`src/rtl/seg_scan_ctrl.sv`:
```
// Multiplexed seven-segment scan controller: walks (digit, phase) slots,
// latches each digit's data at slot start and drives registered anode/segment outputs.
module seg_scan_ctrl #(
  parameter int NUM_DIGITS  = 4,
  parameter int SLOT_CYCLES = 4,
  localparam int SEL_W = (NUM_DIGITS > 2) ? $clog2(NUM_DIGITS) : 1,
  localparam int PH_W  = (SLOT_CYCLES > 2) ? $clog2(SLOT_CYCLES) : 1
) (
  input  logic                    clk16,
  input  logic                    reset,
  input  logic [4*NUM_DIGITS-1:0] hex_data,
  input  logic [NUM_DIGITS-1:0]   dp,
  input  logic [NUM_DIGITS-1:0]   digit_en,
  input  logic [PH_W-1:0]         on_cycles,
  output logic [NUM_DIGITS-1:0]   an,
  output logic [6:0]              seg,
  output logic                    dp_n,
  output logic [SEL_W-1:0]        digit_sel,
  output logic                    frame_start
);

  localparam logic [PH_W-1:0]  PH_MAX  = PH_W'(SLOT_CYCLES - 1);
  localparam logic [PH_W-1:0]  PH_ONE  = PH_W'(1);
  localparam logic [SEL_W-1:0] DIG_MAX = SEL_W'(NUM_DIGITS - 1);
  localparam logic [SEL_W-1:0] SEL_ONE = SEL_W'(1);
  localparam logic [31:0]      SLOT_U  = 32'(SLOT_CYCLES);

  function automatic logic [6:0] seg_decode(input logic [3:0] v);
    logic [6:0] r;
    case (v)
      4'h0: r = 7'h40;  4'h1: r = 7'h79;  4'h2: r = 7'h24;  4'h3: r = 7'h30;
      4'h4: r = 7'h19;  4'h5: r = 7'h12;  4'h6: r = 7'h02;  4'h7: r = 7'h78;
      4'h8: r = 7'h00;  4'h9: r = 7'h10;  4'hA: r = 7'h08;  4'hB: r = 7'h03;
      4'hC: r = 7'h46;  4'hD: r = 7'h21;  4'hE: r = 7'h06;  4'hF: r = 7'h0E;
      default: r = 7'h7F;
    endcase
    return r;
  endfunction

  logic [SEL_W-1:0]      digit_q, digit_d;
  logic [PH_W-1:0]       phase_q, phase_d;
  logic [3:0]            lat_hex_q, lat_hex_d;
  logic                  lat_dp_q, lat_dp_d;
  logic                  lat_en_q, lat_en_d;
  logic [PH_W-1:0]       lat_on_q, lat_on_d;
  logic [NUM_DIGITS-1:0] an_q, an_d;
  logic [6:0]            seg_q, seg_d;
  logic                  dp_n_q, dp_n_d;
  logic                  frame_start_q, frame_start_d;

  logic                  slot_start;
  logic [3:0]            hex_pick;
  logic                  dp_pick;
  logic                  en_pick;
  logic [31:0]           on_ext;
  logic [31:0]           eff;
  logic                  lit;

  // Next state, slot-start latch and next registered outputs.
  always_comb begin
    digit_d       = digit_q;
    phase_d       = phase_q;
    lat_hex_d     = lat_hex_q;
    lat_dp_d      = lat_dp_q;
    lat_en_d      = lat_en_q;
    lat_on_d      = lat_on_q;
    hex_pick      = 4'h0;
    dp_pick       = 1'b0;
    en_pick       = 1'b0;
    an_d          = '1;
    seg_d         = 7'h7F;
    dp_n_d        = 1'b1;
    frame_start_d = 1'b0;

    if (!reset) begin
      digit_d = '0;
      phase_d = '0;
    end else if (phase_q == PH_MAX) begin
      phase_d = '0;
      digit_d = (digit_q == DIG_MAX) ? '0 : digit_q + SEL_ONE;
    end else begin
      phase_d = phase_q + PH_ONE;
    end

    for (int d = 0; d < NUM_DIGITS; d++) begin
      hex_pick = hex_pick | ((digit_d == SEL_W'(d)) ? hex_data[4*d +: 4] : 4'h0);
      dp_pick  = dp_pick  | ((digit_d == SEL_W'(d)) ? dp[d]       : 1'b0);
      en_pick  = en_pick  | ((digit_d == SEL_W'(d)) ? digit_en[d] : 1'b0);
    end

    // Reset also counts as a slot start so digit 0's first slot has valid data.
    slot_start = (phase_d == '0);
    if (slot_start) begin
      lat_hex_d = hex_pick;
      lat_dp_d  = dp_pick;
      lat_en_d  = en_pick;
      lat_on_d  = on_cycles;
    end else begin
      lat_hex_d = lat_hex_q;
      lat_dp_d  = lat_dp_q;
      lat_en_d  = lat_en_q;
      lat_on_d  = lat_on_q;
    end

    // Lit window is the tail of the slot; eff <= SLOT_CYCLES-1 keeps phase 0 dark.
    on_ext = 32'(lat_on_d);
    eff    = (on_ext > SLOT_U - 32'd1) ? SLOT_U - 32'd1 : on_ext;
    lit    = lat_en_d & (32'(phase_d) >= SLOT_U - eff);

    if (!reset) begin
      an_d          = '1;
      seg_d         = 7'h7F;
      dp_n_d        = 1'b1;
      frame_start_d = 1'b0;
    end else begin
      for (int d = 0; d < NUM_DIGITS; d++) begin
        an_d[d] = ~(lit & (digit_d == SEL_W'(d)));
      end
      seg_d         = seg_decode(lat_hex_d);
      dp_n_d        = ~lat_dp_d;
      frame_start_d = (digit_d == '0) & (phase_d == '0);
    end
  end

  // State and output registers; synchronous reset is folded into the _d terms.
  always_ff @(posedge clk16) begin
    digit_q       <= digit_d;
    phase_q       <= phase_d;
    lat_hex_q     <= lat_hex_d;
    lat_dp_q      <= lat_dp_d;
    lat_en_q      <= lat_en_d;
    lat_on_q      <= lat_on_d;
    an_q          <= an_d;
    seg_q         <= seg_d;
    dp_n_q        <= dp_n_d;
    frame_start_q <= frame_start_d;
  end

  assign an          = an_q;
  assign seg         = seg_q;
  assign dp_n        = dp_n_q;
  assign digit_sel   = digit_q;
  assign frame_start = frame_start_q;

endmodule

```
`config.mk`:
```
export PLATFORM = sky130hd
export DESIGN_NAME = seg_scan_ctrl
export DESIGN_NICKNAME = d
export VERILOG_FILES = /design/src/rtl/seg_scan_ctrl.sv
export SDC_FILE = /design/constraint.sdc
export NUM_CORES = 1
export LEC_CHECK = 0
export ABC_AREA = 1
export CORE_MARGIN = 2
export CORE_UTILIZATION = 50
export CTS_CLUSTER_DIAMETER = 120
export DETAILED_ROUTE_END_ITERATION = 16
export HOLD_SLACK_MARGIN = 0.02
export MAX_ROUTING_LAYER = met4
export PLACE_DENSITY_LB_ADDON = 0.1
export SLEW_MARGIN = 20
export SYNTH_ARGS = -nofsm -noshare
export SYNTH_HDL_FRONTEND = slang
export SYNTH_SLANG_ARGS = --single-unit
```
`constraint.sdc`:
```
create_clock -name clk16 -period 3.7 [get_ports clk16]
set_clock_uncertainty 0.2 [all_clocks]
set_input_delay 0.37 -clock clk16 [delete_from_list [all_inputs] [get_ports clk16]]
set_output_delay 0.37 -clock clk16 [all_outputs]
set_load 0.1 [all_outputs]
```
# --- Word-level counts from Yosys, hierarchy flattened ---
# Memories as Yosys holds them, arrays and structs flattened. A register that Yosys moved wholly into a read port is not among the register bits.
# Cells that the tools add are included.
# W data, S select, Z words.
totals:
  register_bits: 18
  romBits: 112
  input_bits: 28
  out_inout_bits: 15
  wordCells: 63
  n_memories: 1
classes:
  n_addsub: 3
  magnitude_cmp: 1
  n_eq_ne: 5
  mux: 21
  bitwise_logic: 20
  reduce_logical: 3
mem_list:
  columns: ["memory", "depth", "width", "read_ports", "rd_ports_with_merged_regs", "wr", "line", "source"]
  rows:
  - ["(name not given)", 16, 7, 1, 1, 0, "30", "case (v)"]
op_table:
  columns: ["cell", "n"]
  rows:
  - ["$ge A2 B32 Y1", 1]
  - ["$mux W4", 5]
  - ["$mux W2", 6]
  - ["$or A4 B4 Y4", 3]
  - ["$mux W1", 10]
  - ["$eq A2 B2 Y1 const B", 4]
  - ["$and A1 B1 Y1", 6]
  - ["$or A1 B1 Y1", 6]
  - ["$not A1 Y1", 5]
  - ["$add A2 B1 Y2 const B", 2]
  - ["$logic_not A2 Y1", 2]
  - ["$sub A3 B2 Y4 const A", 1]
  - ["$eq A2 B1 Y1 const B", 1]
  - ["$logic_not A1 Y1", 1]

# --- Logic depth before layout (Yosys ltp) ---
logic_depth:
  word_depth: 13
  depth_mapped: 17
  mapped_depth_nobuf: 17

# --- Worst setup path after synthesis ---
# OpenSTA, ideal clock, no wires.
synth_path:
  kind: "reg2reg"
  start: "register digit_q[0] (netlist: digit_sel[0])"
  end: "register seg_q[3] (netlist: seg[3])"
  setup_ns: 0.120
  t_arrival_ns: 2.592
  required_ns: 3.380
  setup_slack_ns: 0.788
  stages_incl_launch_ff: 16
  n_path_buf: 0
  synth_period_minus_slack_ns: 2.912
  cell_sequence: "dfxtp_1 > ha_1 > inv_1 > nand2_1 > nand2_1 > nor2_4 > nor2_4 > nand2_1 > nand2_1 > inv_1 > nand2_1 > nand2_1 > ha_1 > nand3_1 > nand3_1 > nand3_1"
synth_via:
  elab_chain_cells: 10
  word_cells_on_any_way: 17
  cone_classes: "1 x add/sub; 4 x eq/ne; 8 x mux; 3 x bitwise; 1 x reduce/logical"
synth_rtl:
  columns: ["element", "line", "source"]
  rows:
  - ["from (decl)", "40", "logic [SEL_W-1:0] digit_q, digit_d;"]
  - ["from (signal assigned)", "127", "digit_q <= digit_d;"]
  - ["$add A2 B1 Y2 or $eq A2 B2 Y1 (tied branches)", "80", "digit_d = (digit_q == DIG_MAX) ? '0 : digit_q + SEL_ONE;"]
  - ["$mux W2 (*)", "80", null]
  - ["$mux W2 (*)", "78", "end else if (phase_q == PH_MAX) begin"]
  - ["$mux W2 (*)", "75", "if (!reset) begin"]
  - ["via digit_d[1]", "40", null]
  - ["$eq A2 B1 Y1 or $logic_not A2 Y1 (tied branches)", "86", "hex_pick = hex_pick | ((digit_d == SEL_W'(d)) ? hex_data[4*d +: 4] : 4'h0);"]
  - ["$mux W4", "86", null]
  - ["$or A4 B4 Y4 (2 in series)", "86", null]
  - ["$or A4 B4 Y4 (*)", "86", null]
  - ["$mux W4 (*)", "93", "if (slot_start) begin"]
  - ["to (decl)", "47", "logic [6:0] seg_q, seg_d;"]
# Mark *: on every way through the listed nets, which the timed path passes. The rest lies on a longest branch.
# A chain may end at the register's enable or synchronous reset.

# --- Worst setup path after layout ---
layout_path:
  start: "register phase_q[0]"
  end: "register an_q[0] (netlist: an[0])"
layout_via:
  word_cells_on_any_way: 25
  cone_classes: "2 x add/sub; 1 x order compare; 4 x eq/ne; 10 x mux; 6 x bitwise; 2 x reduce/logical"
layout_rtl:
  columns: ["element", "line", "source"]
  rows:
  - ["from (decl)", "41", "logic [PH_W-1:0] phase_q, phase_d;"]
  - ["from (signal assigned)", "128", "phase_q <= phase_d;"]
  - ["$add A2 B1 Y2 or $eq A2 B2 Y1 (tied branches)", "82, 78", null]
  - ["$mux W2 (*)", "78", null]
  - ["$mux W2 (*)", "75", null]
  - ["via phase_d[1]", "41", null]
  - ["$logic_not A2 Y1", "92", "slot_start = (phase_d == '0);"]
  - ["$mux W2", "93", null]
  - ["$sub A3 B2 Y4", "108", "lit = lat_en_d & (32'(phase_d) >= SLOT_U - eff);"]
  - ["$ge A2 B32 Y1", "108", null]
  - ["$and A1 B1 Y1 (*)", "108", null]
  - ["$and A1 B1 Y1 (*)", "117", "an_d[d] = ~(lit & (digit_d == SEL_W'(d)));"]
  - ["$not A1 Y1 (*)", "117", null]
  - ["to (signal assigned)", "133", "an_q <= an_d;"]
  - ["to (decl)", "46", "logic [NUM_DIGITS-1:0] an_q, an_d;"]
# Marks and branches as above.

==> impl_metrics.json <==
{
  "ys_types": 22,
  "worstMarginPinSlew_ns": 0.974,
  "postSynthCellCount": 196,
  "hpwl_um": 2750,
  "drive_above_1_share_pct": 14.1,
  "wl_met2_um": 1610,
  "crit_arrival_ns": 2.85,
  "final_cell_mix": "47 x nand2_1, 42 x clkdlybuf4s50_1, 34 x nand3_1",
  "coreArea_um2": 2780,
  "grt_max_degree": 15,
  "core.rowCount": 19,
  "die_h_um": 58.2,
  "yosysSeqAreaShare_pct": 34.0,
  "hp-class": "register to register",
  "post_cts_buffers": 0,
  "clk_latency_ns": 0.32,
  "finalCriticalPeriod_ns": 2.83,
  "path_max_fanout": 14,
  "grt_pass1_wl_um": 5980,
  "grt_pass1_vias": 1424,
  "synth_nets": 235,
  "area_delta_synth_final_pct": 32.2,
  "power.density_nw_per_um2": 477,
  "routed_wl_um": 3380,
  "maxSlewViolCount": 0,
  "wl_met1_um": 1550,
  "final-hold-violation-count": 0,
  "avgSynthCellArea_um2": 7.51,
  "io_buffers": 42,
  "num_antenna_cells": 0,
  "die_area_um2": 3390,
  "vdd_drop_max_uv": 440,
  "pin_count": 43,
  "rsz0062_at_grt": "false",
  "die_width_um": 58.2,
  "initial_utilization_pct": 52.9,
  "antenna_found_initial": 0,
  "period_share_pct": 76.6,
  "synth_edf_count": 0,
  "relSlewSlack_pct": 34.9,
  "ys_seq_elements": 25,
  "wl_met3_um": 173,
  "htree_levels": 1,
  "cts_max_path_buffers": 2,
  "place_congestion": 0.927,
  "viasPerCell": 5.13,
  "vias": 1395,
  "grt_usage_pct": 23.6,
  "wire_per_inst_um": 12.4,
  "start_kind": "register",
  "final_common_cell": "nand2_1",
  "clockRootBuffer": "clkbuf_4",
  "clock-sinks": 25,
  "setup_tns_ns": 0,
  "fmax_ghz": 0.353,
  "drv_cap": 0,
  "layout.nets": 281,
  "status": "finished, final reports clean",
  "grt.overflow.total": 0,
  "required_ns": 3.72,
  "netlist_area_um2": 1470,
  "numCtsBuffers": 3,
  "ys.flop_type": "dfxtp_1",
  "ctsHoldBuffers": 0,
  "yosysWarnings": 0,
  "dr.pass1.iters": 4,
  "holdWs_ns": 0.303,
  "ys_async_sr_fraction_pct": 0,
  "power_leakage_uw": 0.000914,
  "drc_errors": 0,
  "ant_nets": 0,
  "top_layer_used": "met4",
  "setup_viol": 0,
  "cts_resized": 0,
  "path_clk_slew_ns": 0.14,
  "tritoncts": "built",
  "worstSetupPathType": "register to register",
  "drtIter0Drc": 64,
  "critPathCaptureType": "register"
}
synthesized netlist by cell type (3+ instances only):
cell / n / area, um^2
inv_1: 24 / 90.1
dfxtp_1: 25 / 500
o21ai_0: 3 / 15.0
nor2_1: 16 / 60.1
nor2_4: 6 / 67.6
nand3_1: 34 / 170
nor2_2: 5 / 31.3
nand3_2: 4 / 40.0
inv_2: 3 / 11.3
nand2_1: 47 / 176
nand2_2: 4 / 25.0
ha_1: 11 / 138
cell families after synthesis:
logic type | after synthesis | synth area share, %
adders and majority gates | 11 | 9.35
buffers and inverters | 29 | 8.16
DFF | 25 | 34.0
AOI/OAI and AO/OA | 12 | 7.74
and+or+nand+nor | 119 | 40.7
metrics by stage:
| stage | utilization [%] | instance area, um^2 | instances | setup slack, ns | power (uW) |
|---|---|---|---|---|---|
| 6_report | 70.0 | 1950 | 272 | 0.867 | 927 |
| 5_1_grt | 70.0 | 1950 | 272 | 0.623 | 988 |
| 4_1_cts | 70.0 | 1950 | 272 | 0.889 | 930 |
| 3_5_place_dp | 69.0 | 1920 | 268 | 0.555 | 810 |
| 3_3_place_gp | 69.0 | 1920 | 268 | 0.706 | 799 |
| 2_1_floorplan | - | 1470 | 196 | 0.788 | 695 |
path summary, 6_finish.rpt:
kind / startpoint / end / slack [ns] / cells past startpoint
setup / recovery: phase_q[0]$_DFF_P_ / an[0]$_SDFF_PN1_ / 0.87 / 13
hold / removal: phase_q[0]$_DFF_P_ / phase_q[0]$_DFF_P_ / 0.30 / 1
setup reg to reg: phase_q[0]$_DFF_P_ / an[0]$_SDFF_PN1_ / 0.87 / 13
hold reg to reg: phase_q[0]$_DFF_P_ / phase_q[0]$_DFF_P_ / 0.30 / 1
cell type report:
| class | instances | area, um^2 |
|---|---|---|
| multi-input cells | 142 | 851 |
| fillers | 248 | 836 |
| well taps | 31 | 38.8 |
| flip-flops and latches | 25 | 500 |
| repair buffers | 43 | 428 |
| inverters | 27 | 101 |
| clock buffers | 4 | 26.3 |
flip-flops by register name, summed over array words and instances (netlist names):
name	flops
lat_en_q	1
lat_hex_q	4
an	4
seg	7
digit_sel	2
frame_start	1
lat_on_q	2
lat_dp_q	1
dp_n	1
phase_q	2
power by group:
part | switching [uW] | leakage (uW) | internal (uW)
sequential | 13.1 | 0.000208 | 312
clock | 79.7 | 0.0000150 | 42.2
combinational | 335 | 0.000691 | 146
total | 428 | 0.000914 | 500
routing by layer:
layer / vias to the layer above / GRT usage [%]
li1: 707 / -
met1: 635 / 28.8
met2: 47 / 39.6
met3: 6 / 3.35
met4: 0 / 8.31
met5: - / -
critical path: stages, from the launching register on:
cell and delay (ns):
dfxtp_1 0.34, ha_1 0.29, nand2_1 0.06, inv_1 0.10
nor2_4 0.35, inv_1 0.16, or2_1 0.23, o21ai_0 0.13
ha_1 0.19, inv_1 0.04, ha_1 0.26, a21oi_1 0.06
nor2_1 0.22, nand3_1 0.11
No activity file was read; power rests on OpenSTA's default activity.
